`src/rtl/regfile_scoreboard.sv`:
```
// Register file with two combinational read ports, one write port, hardwired-zero r0, and a pending-writer scoreboard.
// Optional write-to-read forwarding is compiled in with REGFILE_BYPASS_EN.
module regfile_scoreboard #(
   parameter int DATA_W = 16,
   parameter int DEPTH  = 8,
   parameter int ADDR_W = $clog2(DEPTH)
) (
   input  logic              clk,
   input  logic              rst,
   input  logic              reg_write_en,
   input  logic [ADDR_W-1:0] reg_write_dest,
   input  logic [DATA_W-1:0] reg_write_data,
   input  logic [ADDR_W-1:0] reg_read_addr_1,
   output logic [DATA_W-1:0] reg_read_data_1,
   input  logic [ADDR_W-1:0] reg_read_addr_2,
   output logic [DATA_W-1:0] reg_read_data_2,
   input  logic              sb_issue_en,
   input  logic [ADDR_W-1:0] sb_issue_dest,
   output logic              reg_pending_1,
   output logic              reg_pending_2,
   output logic              hazard_stall
);

   logic [DATA_W-1:0] mem_q [DEPTH];
   logic [DATA_W-1:0] mem_d [DEPTH];
   logic [DEPTH-1:0]  pending_q;
   logic [DEPTH-1:0]  pending_d;

   logic wr_vld;
   logic iss_vld;

   assign wr_vld  = reg_write_en && (reg_write_dest != '0);
   assign iss_vld = sb_issue_en && (sb_issue_dest != '0);

   // Issue is applied after writeback so a same-index issue keeps the register pending.
   always_comb begin
      mem_d     = mem_q;
      pending_d = pending_q;
      if (wr_vld) begin
         mem_d[reg_write_dest]     = reg_write_data;
         pending_d[reg_write_dest] = 1'b0;
      end
      if (iss_vld) begin
         pending_d[sb_issue_dest] = 1'b1;
      end
      if (rst) begin
         mem_d     = '{default: '0};
         pending_d = '0;
      end
      pending_d[0] = 1'b0;
   end

   always_ff @(posedge clk) begin
      mem_q     <= mem_d;
      pending_q <= pending_d;
   end

   logic [DATA_W-1:0] rd1_d, rd2_d;
   logic              pend1_d, pend2_d;

   always_comb begin
      rd1_d   = (reg_read_addr_1 == '0) ? '0 : mem_q[reg_read_addr_1];
      rd2_d   = (reg_read_addr_2 == '0) ? '0 : mem_q[reg_read_addr_2];
      pend1_d = pending_q[reg_read_addr_1];
      pend2_d = pending_q[reg_read_addr_2];
`ifdef REGFILE_BYPASS_EN
      // A same-cycle writeback retires the hazard unless a new writer issues to the same register.
      if (wr_vld && (reg_read_addr_1 == reg_write_dest)) begin
         rd1_d = reg_write_data;
         if (!(sb_issue_en && (sb_issue_dest == reg_read_addr_1))) begin
            pend1_d = 1'b0;
         end
      end
      if (wr_vld && (reg_read_addr_2 == reg_write_dest)) begin
         rd2_d = reg_write_data;
         if (!(sb_issue_en && (sb_issue_dest == reg_read_addr_2))) begin
            pend2_d = 1'b0;
         end
      end
`endif
   end

   assign reg_read_data_1 = rd1_d;
   assign reg_read_data_2 = rd2_d;
   assign reg_pending_1   = pend1_d;
   assign reg_pending_2   = pend2_d;
   assign hazard_stall    = pend1_d | pend2_d;

endmodule

```
`config.mk`:
```
export PLATFORM = sky130hd
export DESIGN_NAME = regfile_scoreboard
export DESIGN_NICKNAME = d
export VERILOG_FILES = /design/src/rtl/regfile_scoreboard.sv
export SDC_FILE = /design/constraint.sdc
export NUM_CORES = 1
export LEC_CHECK = 0
export BUFFER_PORTS_ARGS = -buffer_cell sky130_fd_sc_hd__buf_2
export CORE_MARGIN = 2
export CORE_UTILIZATION = 35
export DETAILED_ROUTE_END_ITERATION = 12
export GPL_ROUTABILITY_DRIVEN = 0
export MAX_ROUTING_LAYER = met4
export SLEW_MARGIN = 40
export SYNTH_ARGS = -nofsm -noshare
export SYNTH_HDL_FRONTEND = slang
export SYNTH_SLANG_ARGS = --single-unit
```
`constraint.sdc`:
```
create_clock -name clk -period 1.45 [get_ports clk]
set_input_delay 0.29 -clock clk [delete_from_list [all_inputs] [get_ports clk]]
set_output_delay 0.29 -clock clk [all_outputs]
set_load 0.01 [all_outputs]
```
# Word level (Yosys, flattened, before mapping)
# Cells that the tools add are included.
# Widths: inputs -> output; s select.
# totals
register_bits	135
elab_cells	56
# classes
order_cmp	10
mux	21
bitwise_logic	7
reduce_logical	9
# op_table
op	count
$bwmux 128	1
$mux 16	7
$bmux 16 s3	2
$demux 16 s3	1
$lt 3x4->1 const B	4
$mux 8	2
$ge 4x4->1 const B	3
$not 3->4	3
$and 8x8->8	1
$not 8->8	1
$or 8x8->8	1
$bmux 1 s3	2
$demux 1 s3	2
$ge 3x1->1 const B	2
$logic_not 3->1	2
$reduce_bool 3->1	2
$logic_and 1x1->1	5
$lt 4x1->1 const B	1
$mux 1	4
$or 1x1->1	1

# Logic depth before layout (Yosys ltp)
# Gate-level depths: netlist of the first run.
# logic_depth
depth_word	9
ltp_mapped	6
depth_no_buf	3

# Worst setup path after synthesis of the first run
# Ideal clock, no wire load.
# synth_path
kind	input -> output
from	input reg_read_addr_2[0]
to	output reg_read_data_2[0]
arrival_ns	1.215
slack_ns	-0.055
cell_stages	5
path_buffers	2
cell_sequence	buf_6 > buf_12 > mux4_2 > inv_1 > a21oi_1
# synth_between
elab_chain_cells	5
elab_cells_between_ends	6
# synth_rtl
element	line	text
start, declared	15	input logic [ADDR_W-1:0] reg_read_addr_2,
$not 3->4 (not written as such)	63	rd2_d = (reg_read_addr_2 == '0) ? '0 : mem_q[reg_read_addr_2];
$bmux 16 s3	63	
$mux 16 (not written as such) (2 in series)	63	
$mux 16 (*)	63	
end, declared	16	output logic [DATA_W-1:0] reg_read_data_2,
# Mark *: on every way between the ends. The rest lies on a longest branch, timed or not. The select of a mux whose other input is x is not followed.

# Worst setup path in the final report of the first run
# layout_path
from	register pending_q[4]
to	output hazard_stall
# layout_between
elab_chain_cells	3
elab_cells_between_ends	5
# layout_rtl
element	line	text
start, declared	26	logic [DEPTH-1:0] pending_q;
start signal, assigned	55	pending_q <= pending_d;
$bmux 1 s3 (on tied branches)	64, 65	
$mux 1 (on tied branches)	64, 65	
$or 1x1->1 (*)	87	assign hazard_stall = pend1_d | pend2_d;
end, declared	21	output logic hazard_stall
# Marks and branches as above.

==> results.py, run 1 <==
metrics = {
    "status": {
        "status": "finished with violations",
        "violations": "setup timing",
    },
    "worst_setup_path": {
        "crit_family": "compound AO/OA/AOI/OAI gates",
        "required_ns": 1.16,
        "cp-end-kind": "output pin",
        "cp.arrival_ns": 1.60,
        "crit_fanout": 3,
        "critPathKind": "reg2out",
        "worstPathCellList": "mux2_4 > a221oi_4 > o32ai_2 > buf_2",
        "start_kind": "flop",
        "slowest_stage": "dfxtp_2",
        "cp_slowest_stage_delay_ns": 0.34,
        "critPathBufInv": 1,
        "rrSetupSlack_ns": 0.63,
    },
    "layout": {
        "diodes": 0,
        "fillers": 1735,
        "area_delta_synth_final_pct": 37.5,
        "final_cells": 1160,
        "utilization_pct": 48.8,
        "final_nets": 915,
        "layout-drive-gt1-share_pct": 50.2,
    },
    "floorplanning": {
        "die-area_sq_um": 20800,
        "die_width_um": 144,
        "rows": 51,
        "ios": 67,
        "start_util_pct": 35.5,
        "core_sq_um": 19400,
        "fp.dieH_um": 144,
    },
    "yosys": {
        "synth_mux_area_share_pct": 17.1,
        "synthesis.area_sq_um": 6880,
        "synth_top_cells_by_count": "nand2_1 (222), dfxtp_1 (125), a21oi_1 (100), a21oi_2 (39)",
        "yosys.area_share.simple_pct": 17.9,
        "syn_nets": 799,
        "yosys_warnings": 0,
        "synth_compound_area_share_pct": 19.3,
        "synth_top_area_cell": "dfxtp_1",
        "netlist_instances": 767,
        "synth_ff_type": "dfxtp_1",
        "syn_avg_cell_area_sq_um": 8.97,
        "async_flop_share_pct": 0,
        "synth-xor-area-share_pct": 0,
        "synth_top_cell_area_share_pct": 36.4,
        "synthAdderAreaFrac_pct": 0,
        "synth-edff-count": 0,
        "ys_types": 40,
        "synth_top_family_by_area": "compound AO/OA/AOI/OAI gates",
        "seq_area_frac_synth_pct": 36.4,
        "ys_ff_latch": 125,
        "synthTopCellsByArea": "dfxtp_1 (36%), nand2_1 (12%), mux4_2 (8.5%)",
        "synth_most_common_cell": "nand2_1",
    },
    "clock_tree": {
        "root_buffer": "clkbuf_16",
        "cts_buffer_depth": 2,
        "path_clk_slew_ns": 0.06,
        "cts_num_sinks": 125,
        "cts_tree": "yes",
        "cts_buffers": 17,
        "cts_max_level": 4,
        "clock_latency_ns": 0.42,
    },
    "global_route": {
        "grt_use_total_pct": 22.4,
        "grt_max_degree": 39,
        "grt_overflow": 0,
        "grt_first_pass_wirelength_mm": 34.4,
        "antenna_found_initial": 0,
        "grt_pass1_vias": 6105,
    },
    "sta": {
        "slew_headroom_pct": 78.8,
        "fin_worst_skew_ns": 0,
        "fin_crit_ns": 1.89,
        "setup_viol": 35,
        "rsz0062_at_grt": "yes",
        "fmax_mhz": 530,
        "tightest_slew_ns": 0.318,
        "hold_viol_final": 0,
        "finalMaxSlewViolations": 0,
        "fin_crit_sh_pct": 130,
        "setup_tns_ns": -11.40,
        "worst_slack_ns": -0.437,
        "whs_ns": 0.165,
    },
    "power_and_ir_drop": {
        "leakagePower_uw": 0.00352,
        "power_density_nw_per_um2": 974,
        "ir_drop_uv": 759,
    },
    "placement": {
        "dp_hpwl_mm": 14.2,
        "post-place-cells": 1100,
        "port_buffers": 66,
        "pre_cts_ws_ns": -0.370,
    },
    "drt": {
        "dr.first_iter.drc_count": 489,
        "vias": 6296,
        "dr.pass1.iters": 5,
        "drc": 0,
        "wire_per_inst_um": 19.9,
        "wl_mm": 23.1,
        "final_antenna_net_count": 0,
        "avgViaCountPerCell": 5.43,
    },
    "flow_run": {
        "cap_violations": 0,
    },
    "hold_path": {
        "hold_class": "in2reg",
    },
}
flip-flops by register name (all words and copies together), names as in the netlist:
name	cells
mem_q	118
pending_q	7
area by class of cell:
class	count	area [sq um]	share of cell area [%]
inverters	26	97.6	1.03
flip-flops and latches	125	2580	27.2
clock inverters	13	150	1.59
multi-input cells	546	4270	45.1
well taps	265	332	3.50
clock buffers	18	429	4.54
repair buffers	167	1610	17.0
placed cells by master, fill, tap and decap left out, drive strengths merged:
master and n:
nand4bb 3, a221oi 28, nor3 1, nand2b 3, inv 26, and4bb 3
a22oi 2, dfxtp 125, nand2 227, a211oi 1, o22a 6, and4 1
clkbuf 21, o32ai 1, bufbuf 1, clkinv 9, clkinvlp 1, nor2 8
and3 1, mux2 30, a32oi 4, a21oi 139, mux2i 25, or2 2
mux4 26, nand4 2, bufinv 3, and4b 3, nor2b 14, nand4b 3
buf 163, o22ai 13
layer usage:
metal  routed length, um  vias to the layer above  global-route usage (%)
met1                9600                     3070                    26.6
met5                   0                        -                       -
met2               11600                      220                    37.8
met4                 813                        0                    8.79
li1                    -                     2936                       -
met3                1100                       70                    4.17
repair_timing:
action | CTS | global route
resized for setup | 131 | 43
pin swaps | 47 | 24
setup endpoints to repair | 35 | 35
buffers inserted | 11 | 13
hold buffers | 0 | 0
gates cloned | 3 | 2
worst paths after layout:
path / end / cells past startpoint / start
setup / recovery: hazard_stall / 4 / pending_q[4]
setup reg to reg: mem_q[39] / 4 / mem_q[39]
hold / removal: pending_q[7] / 3 / sb_issue_dest[0]
hold reg to reg: mem_q[13] / 2 / mem_q[13]
worst register-to-register path: stages, from the launching register on:
cell	delay, ns
dfxtp_2	0.33
buf_6	0.11
buf_4	0.12
nand2_1	0.07
a21oi_2	0.06
kinds of logic after synthesis:
kind of cell | after synthesis
mux | 81
flops | 125
buf+inv | 97
compound gates | 194
simple gates | 270
through the flow:
step,instance area (sq um),power [uW]
2_1_floorplan,7060,4320
3_3_place_gp,8030,4760
3_5_place_dp,8030,4770
4_1_cts,9140,9130
5_1_grt,9460,9460
6_report,9460,9210
power breakdown:
group          internal (uW)  switching, uW  total [uW]
registers               3520           60.9        3580
clock network           2670           1590        4260
logic                    621            753        1370
No activity file was read; power rests on OpenSTA's default activity.
==> run 2: changes to the inputs <==
--- a/config.mk
+++ b/config.mk
@@ -10,6 +10,7 @@
 export CORE_UTILIZATION = 35
 export DETAILED_ROUTE_END_ITERATION = 12
 export GPL_ROUTABILITY_DRIVEN = 0
+export GPL_TIMING_DRIVEN = 0
 export MAX_ROUTING_LAYER = met4
 export SLEW_MARGIN = 40
 export SYNTH_ARGS = -nofsm -noshare
==> run 2 against run 1 <==
  * The run still ends with setup timing left
  * Critical path depth unchanged
  * Final cell count is 1.9% lower
  * Clock skew did not move
  * Critical path type unchanged
  * Largest cell class unchanged
==> results.py, run 2 (synthesis results as in run 1) <==
metrics = {
    "power_and_ir_drop": {
        "leakagePower_uw": 0.00325,
        "p_total_uw": 9460,
        "ir_drop_uv": 539,
        "power_density_nw_per_um2": 1030,
    },
    "flow_run": {
        "cap_violations": 0,
    },
    "worst_setup_path": {
        "timing.rr.start": "mem_q[85]",
        "cp.arrival_ns": 1.62,
        "start_kind": "flop",
        "cp-end-kind": "output pin",
        "rrSetupSlack_ns": 0.70,
        "critPathKind": "reg2out",
        "startpoint": "pending_q[4]",
        "required_ns": 1.16,
        "crit_fanout": 3,
        "regToRegEndpoint": "mem_q[85]",
        "rr_worst_depth": 2,
    },
    "hold_path": {
        "holdPathStages": 3,
        "min_to": "pending_q[7]",
        "hold_class": "in2reg",
        "min_from": "sb_issue_dest[0]",
    },
    "drt": {
        "final_antenna_net_count": 0,
        "avgViaCountPerCell": 5.53,
        "wl_mm": 24.8,
        "dr.first_iter.drc_count": 855,
        "wire_per_inst_um": 21.8,
        "dr.pass1.iters": 5,
        "vias": 6291,
        "drc": 0,
    },
    "sta": {
        "fin_crit_ns": 1.91,
        "tightest_slew_ns": 0.852,
        "fmax_mhz": 524,
        "rsz0062_at_grt": "yes",
        "setup_viol": 35,
        "hold_viol_final": 0,
        "worst_slack_ns": -0.457,
        "fin_worst_skew_ns": 0,
        "slew_headroom_pct": 43.2,
        "whs_ns": 0.164,
        "finalMaxSlewViolations": 0,
        "fin_crit_sh_pct": 132,
    },
    "clock_tree": {
        "cts_max_level": 4,
        "hold_buffers": 0,
        "cts_num_sinks": 125,
        "path_clk_slew_ns": 0.06,
        "root_buffer": "clkbuf_16",
        "cts_tree": "yes",
        "clock_latency_ns": 0.42,
        "cts_buffer_depth": 2,
        "cts_buffers": 17,
    },
    "placement": {
        "port_buffers": 59,
        "dp_hpwl_mm": 16.6,
    },
    "layout": {
        "largest_register": "mem_q",
        "final_nets": 893,
        "layout_commonest_cell": "nand2_1",
        "largest_register_ffs": 118,
        "area_delta_synth_final_pct": 33.4,
        "final_cell_mix": "nand2_1 (221), a21oi_1 (74), buf_2 (67)",
        "diodes": 0,
        "layout-drive-gt1-share_pct": 48.7,
        "layout_top_registers": "mem_q (118), pending_q (7)",
    },
    "global_route": {
        "grt_use_total_pct": 24.7,
        "grt_max_degree": 17,
        "grt_first_pass_wirelength_mm": 36.8,
        "grt_overflow": 0,
        "grt_pass1_vias": 5921,
        "antenna_found_initial": 0,
    },
    "floorplanning": {
        "core_sq_um": 19400,
        "die_width_um": 144,
        "rows": 51,
        "start_util_pct": 35.5,
        "die-area_sq_um": 20800,
        "ios": 67,
        "fp.dieH_um": 144,
    },
    "status": {
        "violations": "setup timing",
        "status": "finished with violations",
    },
}
run 2: cell types whose count changed in the layout (fill, tap and decap cells not counted), moves of 7 or more:
cell,change
buf_2,+9
buf_4,-35
buf_12,-20
clkbuf_1,+11
clkbuf_2,+7
mux2i_1,-11
mux2i_2,+7
a221oi_2,-7
run 2: what timing repair did:
item | 4_1_cts | 5_1_grt
resized for setup | 158 | 39
endpoints found under the setup margin | 35 | 35
setup buffers | 6 | 7
pin swaps | 47 | 32
gates cloned | 2 | 1
run 2: final cells by class:
cell class | instances | area (sq um)
fillers | 1838 | 10200
flip-flops and latches | 125 | 2580
well taps | 265 | 332
multi-input cells | 545 | 4410
repair buffers | 75 | 510
clock buffers | 19 | 443
plain buffers | 71 | 637
clock inverters | 12 | 170
inverters | 26 | 97.6
run 2: power by group:
part           internal (uW)  switching [uW]  total, uW
Combinational            538             791       1330
Clock                   2900            1650       4550
Sequential              3510            66.2       3580
run 2: stage by stage:
step	utilization [%]	worst slack, ns	TNS (ns)	instances	cell area (sq um)
2_1_floorplan	-	-0.0101	-0.111	767	7060
3_3_place_gp	39.6	-0.544	-22.05	1091	7680
3_5_place_dp	39.6	-0.509	-20.06	1091	7680
4_1_cts	46.3	-0.451	-12.77	1130	8970
5_1_grt	47.3	-0.489	-13.40	1138	9180
6_report	47.3	-0.457	-12.29	1138	9180
run 2: critical path, stage by stage, from the launching register on:
cell and delay [ns]:
dfxtp_2 0.33, mux2_4 0.28, a221oi_4 0.31, o32ai_2 0.12
buf_2 0.15
run 2: worst max path at each step:
stage / end / slack (ns) / cells past startpoint
finish: hazard_stall / -0.46 / 4
floorplan: reg_read_data_2[0] / -0.01 / 5
CTS: hazard_stall / -0.45 / 4
global placement: reg_read_data_1[2] / -0.54 / 5
global route: hazard_stall / -0.49 / 4
detailed placement: reg_read_data_2[2] / -0.51 / 5
run 2: routing by layer:
layer  GRT usage [%]  wire length, um  vias to the layer above
met5               -                0                        -
met2            38.8            11900                      244
met1            32.5            10600                     3117
met4            8.02              590                        0
met3            4.50             1750                       45
li1                -                -                     2885
